## config.mk

```make
export PLATFORM = sky130hd
export DESIGN_NAME = pit_bus_master
export DESIGN_NICKNAME = d
export VERILOG_FILES = /design/src/rtl/pit_bus_master.sv
export SDC_FILE = /design/constraint.sdc
export NUM_CORES = 1
export LEC_CHECK = 0
export CAP_MARGIN = 20
export CORE_ASPECT_RATIO = 0.7
export CORE_MARGIN = 1
export CORE_UTILIZATION = 50
export DETAILED_ROUTE_END_ITERATION = 10
export PLACE_DENSITY = 0.85
export SKIP_LAST_GASP = 1
export SLEW_MARGIN = 20
export SYNTH_ARGS = -nofsm -noshare
export SYNTH_HDL_FRONTEND = slang
export SYNTH_SLANG_ARGS = --single-unit
```

## constraint.sdc

```tcl
create_clock -name clk -period 8 [get_ports clk]
set_input_delay 2 -clock clk [delete_from_list [all_inputs] [get_ports clk]]
set_output_delay 2 -clock clk [all_outputs]
set_load 0.1 [all_outputs]
```

## src/rtl/pit_bus_master.sv

```systemverilog
// Bus master for an 8254 programmable interval timer: turns one command into a
// sequence of timed 8-bit CS/RD/WR bus cycles and returns read-back data.
module pit_bus_master #(
    parameter int STROBE_CYCLES   = 2,
    parameter int RECOVERY_CYCLES = 1
) (
    input  logic        clk,
    input  logic        rst,
    input  logic        cmd_valid,
    output logic        cmd_ready,
    input  logic [1:0]  cmd_op,
    input  logic [1:0]  cmd_counter,
    input  logic [1:0]  cmd_rw,
    input  logic [2:0]  cmd_mode,
    input  logic        cmd_bcd,
    input  logic [15:0] cmd_count,
    output logic        rsp_valid,
    output logic        rsp_err,
    output logic [15:0] rsp_data,
    output logic [7:0]  rsp_status,
    output logic [1:0]  A,
    output logic        CS,
    output logic        RD,
    output logic        WR,
    output logic [7:0]  D_out,
    output logic        D_oe,
    input  logic [7:0]  D_in
);

    typedef enum logic [2:0] {IDLE, SETUP, STROBE, HOLD, RECOVER, DONE} state_t;

    localparam logic [1:0] OP_PROGRAM   = 2'b00;
    localparam logic [1:0] OP_LATCH     = 2'b01;
    localparam logic [1:0] OP_READBACK  = 2'b10;
    localparam logic [1:0] OP_WRITE     = 2'b11;

    localparam logic [1:0] DEST_NONE    = 2'd0;
    localparam logic [1:0] DEST_STATUS  = 2'd1;
    localparam logic [1:0] DEST_LO      = 2'd2;
    localparam logic [1:0] DEST_HI      = 2'd3;

    localparam logic [3:0] STROBE_LAST  = 4'(STROBE_CYCLES - 1);
    localparam logic [3:0] RECOVER_LAST = 4'(RECOVERY_CYCLES - 1);

    state_t state, next_state;

    logic [3:0]      cnt;
    logic [1:0]      step;
    logic [2:0]      seq_len;
    logic [3:0]      seq_wr;
    logic [3:0][1:0] seq_addr;
    logic [3:0][1:0] seq_dest;
    logic [3:0][7:0] seq_data;
    logic            err_flag;
    logic            has_read;
    logic            is_readback;
    logic            is_program;
    logic [1:0]      prog_counter;
    logic [1:0]      prog_rw;
    logic [2:0][1:0] shadow_rw;
    logic [15:0]     cap_data;
    logic [7:0]      cap_status;

    logic            accept;
    logic            strobe_done;
    logic            recover_done;
    logic            last_step;

    logic [1:0]      cur_shadow;
    logic [1:0]      eff_rw;
    logic [2:0]      select;
    logic            count_write;
    logic            new_err;
    logic [2:0]      n;
    logic [2:0]      new_len;
    logic [3:0]      new_wr;
    logic [3:0][1:0] new_addr;
    logic [3:0][1:0] new_dest;
    logic [3:0][7:0] new_data;

    assign cmd_ready    = (state == IDLE) && !rst;
    assign accept       = cmd_valid && cmd_ready;
    assign strobe_done  = (cnt == STROBE_LAST);
    assign recover_done = (cnt == RECOVER_LAST);
    assign last_step    = ({1'b0, step} == (seq_len - 3'd1));

    // Decode the incoming command into a list of up to four byte transfers;
    // the list is captured on acceptance and replayed one bus cycle per step.
    always_comb begin
        cur_shadow = 2'b00;
        case (cmd_counter)
            2'd0:    cur_shadow = shadow_rw[0];
            2'd1:    cur_shadow = shadow_rw[1];
            2'd2:    cur_shadow = shadow_rw[2];
            default: cur_shadow = 2'b00;
        endcase
        eff_rw      = (cmd_op == OP_PROGRAM) ? cmd_rw : cur_shadow;
        new_err     = (cmd_counter == 2'd3) || (eff_rw == 2'b00);
        select      = 3'b001 << cmd_counter;
        count_write = (cmd_op == OP_PROGRAM) || (cmd_op == OP_WRITE);
        new_wr      = '0;
        new_addr    = '0;
        new_dest    = '0;
        new_data    = '0;
        n           = 3'd0;

        if (cmd_op != OP_WRITE) begin
            new_wr[0]   = 1'b1;
            new_addr[0] = 2'b11;
            case (cmd_op)
                OP_PROGRAM: new_data[0] = {cmd_counter, cmd_rw, cmd_mode, cmd_bcd};
                OP_LATCH:   new_data[0] = {cmd_counter, 2'b00, 4'b0000};
                default:    new_data[0] = {2'b11, 1'b0, 1'b0, select, 1'b0};
            endcase
            n = 3'd1;
        end

        if (cmd_op == OP_READBACK) begin
            new_addr[n[1:0]] = cmd_counter;
            new_dest[n[1:0]] = DEST_STATUS;
            n = n + 3'd1;
        end

        new_wr[n[1:0]]   = count_write;
        new_addr[n[1:0]] = cmd_counter;
        new_data[n[1:0]] = (eff_rw == 2'b10) ? cmd_count[15:8] : cmd_count[7:0];
        if (!count_write)
            new_dest[n[1:0]] = (eff_rw == 2'b10) ? DEST_HI : DEST_LO;
        n = n + 3'd1;

        if (eff_rw == 2'b11) begin
            new_wr[n[1:0]]   = count_write;
            new_addr[n[1:0]] = cmd_counter;
            new_data[n[1:0]] = cmd_count[15:8];
            if (!count_write)
                new_dest[n[1:0]] = DEST_HI;
            n = n + 3'd1;
        end

        new_len = n;
    end

    always_ff @(posedge clk) begin
        if (rst)
            state <= IDLE;
        else
            state <= next_state;
    end

    always_comb begin
        next_state = state;
        case (state)
            IDLE:    if (cmd_valid) next_state = new_err ? DONE : SETUP;
            SETUP:   next_state = STROBE;
            STROBE:  if (strobe_done) next_state = HOLD;
            HOLD:    next_state = RECOVER;
            RECOVER: if (recover_done) next_state = last_step ? DONE : SETUP;
            DONE:    next_state = IDLE;
            default: next_state = IDLE;
        endcase
    end

    always_comb begin
        CS        = 1'b1;
        RD        = 1'b1;
        WR        = 1'b1;
        A         = 2'b00;
        D_out     = 8'h00;
        D_oe      = 1'b0;
        rsp_valid = (state == DONE) && !rst;
        rsp_err   = (state == DONE) && !rst && err_flag;
        if (state == SETUP || state == STROBE || state == HOLD) begin
            CS = 1'b0;
            A  = seq_addr[step];
            if (seq_wr[step]) begin
                D_oe  = 1'b1;
                D_out = seq_data[step];
            end
            if (state == STROBE) begin
                WR = !seq_wr[step];
                RD = seq_wr[step];
            end
        end
    end

    // Sequencing and capture: read bytes land in staging registers so the
    // visible response only changes at a completed, read-bearing command.
    always_ff @(posedge clk) begin
        if (rst) begin
            cnt          <= 4'd0;
            step         <= 2'd0;
            seq_len      <= 3'd0;
            seq_wr       <= '0;
            seq_addr     <= '0;
            seq_dest     <= '0;
            seq_data     <= '0;
            err_flag     <= 1'b0;
            has_read     <= 1'b0;
            is_readback  <= 1'b0;
            is_program   <= 1'b0;
            prog_counter <= 2'd0;
            prog_rw      <= 2'd0;
            shadow_rw    <= '0;
            cap_data     <= 16'h0000;
            cap_status   <= 8'h00;
            rsp_data     <= 16'h0000;
            rsp_status   <= 8'h00;
        end else begin
            if ((state == STROBE && next_state == STROBE) ||
                (state == RECOVER && next_state == RECOVER))
                cnt <= cnt + 4'd1;
            else
                cnt <= 4'd0;

            if (accept) begin
                step         <= 2'd0;
                seq_len      <= new_len;
                seq_wr       <= new_wr;
                seq_addr     <= new_addr;
                seq_dest     <= new_dest;
                seq_data     <= new_data;
                err_flag     <= new_err;
                has_read     <= !count_write;
                is_readback  <= (cmd_op == OP_READBACK);
                is_program   <= (cmd_op == OP_PROGRAM);
                prog_counter <= cmd_counter;
                prog_rw      <= cmd_rw;
                cap_data     <= 16'h0000;
                cap_status   <= 8'h00;
            end

            if (state == RECOVER && next_state == SETUP)
                step <= step + 2'd1;

            if (state == STROBE && strobe_done && !seq_wr[step]) begin
                case (seq_dest[step])
                    DEST_STATUS: cap_status      <= D_in;
                    DEST_LO:     cap_data[7:0]   <= D_in;
                    DEST_HI:     cap_data[15:8]  <= D_in;
                    default:     ;
                endcase
            end

            if (state == RECOVER && next_state == DONE) begin
                if (has_read)
                    rsp_data <= cap_data;
                if (is_readback)
                    rsp_status <= cap_status;
                if (is_program) begin
                    case (prog_counter)
                        2'd0:    shadow_rw[0] <= prog_rw;
                        2'd1:    shadow_rw[1] <= prog_rw;
                        2'd2:    shadow_rw[2] <= prog_rw;
                        default: ;
                    endcase
                end
            end
        end
    end

endmodule

```

==> metrics.cfg <==
[power_and_ir_drop]
ir_drop_uv = 154.5
power_leakage_nw = 2.676
power_density_nw_per_um2 = 245.7

[critical_path]
endpoint_kind = output pin
r2r_slack_ns = 5.23
required_ns = 6.00
r2r-start = step[1]$_SDFFE_PP0P_
r2r_cells = 5
cp.arrival_ns = 3.84
crit_type = in2out
r2r-end = rsp_data[9]$_SDFFE_PP0P_
crit_fanout = 75
cp-start-kind = input port

[synth]
synth_ff_type = dfxtp_1
ys_seq_area_frac = 0.3848
async_flop_share = 0
synth_cell_types = 68
synth.area.top_cells = dfxtp_1 38%, nand2b_1 5.8%, mux2i_1 4.6%
synth_area_um2 = 6555
yosysWarnings = 0
synthCells = 736
synth_top_area_frac = 0.3848
syn_avg_cell_area_um2 = 8.906
ys_ff_latch = 126
syn-num-nets = 786
synth_edf_count = 0
synth_top_area_cell = dfxtp_1

[die]
die_area_um2 = 13580
core_um2 = 12590
start_util = 0.5206
die_y_um = 97.80
rows = 34
io_pins = 78
die_x_um = 138.9

[clocking]
tritoncts = built
cts_root_buffer = clkbuf_16
insertion_delay_ns = 0.42
cts_max_path_buffers = 2
cts_sinks = 126
postCtsHoldBufs = 0
cts_resized = 0
cts_buffers = 17
cts_max_level = 4
postCtsSetupRepairBufs = 0
clkTransAtPathRegs_ns = 0.06

[min_path]
hold_depth = 2
holdPathEnd = seq_wr[3]$_SDFFE_PP0P_
hp-start = seq_wr[3]$_SDFFE_PP0P_
hold_class = reg2reg

[route]
ant_nets = 0
drcViolationCount = 3
vias = 5701
wirelength_um = 16750
drt_iter0_markers = 616
wl_per_cell_um = 17.50
drt_pre_antenna_iters = 9
viasPerCell = 5.957

[placement]
place_ws_ns = 2.161
dpl.hpwl_um = 10840
portBuffers = 77
dp_cells = 925
place_congestion = 0.8753

[sta]
hold_viol = 0
drv_slew = 0
max_slew_margin = 0.3135
whs_ns = 0.4540
setup_slack_ns = 2.164
setup_tns_ns = 0
fin_skew_ns = 0.01182
rsz0062_at_grt = no
worstMarginPinSlew_ns = 1.027
setup_viol = 0
max_freq_mhz = 171.3
finalCritPeriodShare = 0.7296
min_period_ns = 5.836

[run_status]
status = finished with violations
violations = DRC

[grt]
grt_pass1_vias = 5278
grt_remaining_overflow = 0
antenna_found_initial = 0
grt_first_pass_wirelength_um = 27130
grt_max_degree = 76
grt_use_total = 0.2543

[flow_run]
drv_cap = 0

[cells_and_area]
area_growth_pct = 20.96
drive_gt1_frac = 0.1057
finalNonFillerCells = 957
n_antenna_cell = 0
n_fill_cell = 998
fin_nets = 832

## metal layers
metal,GRT usage,up-vias,wire length (µm)
met5,0,-,0
li1,-,2727,-
met2,0.3675,268,7183
met4,0.08974,0,267
met1,0.3582,2675,7829
met3,0.07651,31,1468
## worst max-delay path, cell delays in order
cell and delay (ns):
buf_4 0.28, nor3_1 0.27, and2_1 0.15, clkdlybuf4s50_1 1.12
## power by group
group          switching [W]  internal, W  total, W  leakage, nW
Sequential         0.0000410     0.000683  0.000724         1.02
Clock               0.000309     0.000463  0.000772        0.286
Combinational       0.000293     0.000160  0.000453         1.37
## state kept, by name, indices dropped and copies added, names as in the netlist
| name | cells |
|---|---|
| rsp_data | 16 |
| step | 2 |
| cap_status | 8 |
| prog_rw | 2 |
| cap_data | 16 |
| seq_wr | 4 |
| err_flag | 1 |
| state | 3 |
| seq_data | 32 |
| seq_addr | 8 |
| seq_len | 3 |
| shadow_rw | 6 |
| rsp_status | 8 |
| seq_dest | 8 |
| has_read | 1 |
| is_readback | 1 |
| is_program | 1 |
| prog_counter | 2 |
| cnt | 4 |
## cells in the mapped netlist (all sizes together) (3+ instances only)
cell type  instances
mux2i             30
nand3             22
nor3b              4
o211ai             6
o31ai              8
o21ai             25
inv               25
o21bai             6
a2111oi            3
a21boi             8
or2                9
a31oi              7
nand3b            10
xor2               3
xnor2              4
nor4               4
a2bb2oi            4
a32oi              4
ha                13
o22ai              3
a221oi             5
and3               9
nand2b            61
nor2              61
buf               19
nor3              18
dfxtp            126
nor2b             10
and2               4
mux4              13
mux2               4
a311oi            26
a211oi            10
a22o               7
nand2             65
clkbuf            38
a21oi             44
## stage by stage
step | instance area [µm²] | util | total power (W)
floorplan | 6555 | - | 0.001070
global placement | 7332 | 0.5823 | 0.001170
detailed placement | 7332 | 0.5823 | 0.001179
CTS | 7920 | 0.6290 | 0.001949
global route | 7929 | 0.6297 | 0.002030
finish | 7929 | 0.6297 | 0.001948
## worst max path at each step
stage / from / endpoint
floorplan: rst / rsp_err
global placement: rst / rsp_err
finish: rst / rsp_err
detailed placement: rst / rsp_err
CTS: rst / rsp_err
global route: rst / rsp_err
## placed cells by master (no fill, tap or decap), types with 10 or more instances in the layout
cell type and count:
a311oi_1 25, inv_1 24, mux4_2 13, dfxtp_1 126, nor2b_1 10, clkdlybuf4s50_1 76
nand3b_1 10, o21ai_0 25, nand3_1 21, a211oi_1 10, ha_1 13, clkbuf_16 17
a21oi_1 42, nand2_1 65, mux2i_1 30, nor2_1 61, nor3_1 15, nand2b_1 61
## layout make-up
type                    instances  area, µm²  share of cell area
clock buffers                  17      425.4             0.05365
clock inverters                15      162.7             0.02051
inverters                      25      93.84             0.01184
multi-input cells             528       3701              0.4668
flip-flops and latches        126       2522              0.3181
well taps                     162      202.7             0.02556
repair buffers                 84      820.8              0.1035
## logic make-up after synthesis
| family | count (synthesis) | synth area share |
|---|---|---|
| xor gates and xnor gates | 7 | 0.009353 |
| muxes | 47 | 0.09792 |
| adders and majority gates | 13 | 0.02481 |
| and+or+nand+nor | 284 | 0.2308 |
| DFF | 126 | 0.3848 |
| buffers and inverters | 82 | 0.05268 |
| AOI/OAI and AO/OA | 177 | 0.1997 |
Power figures use the tool's default switching activity.
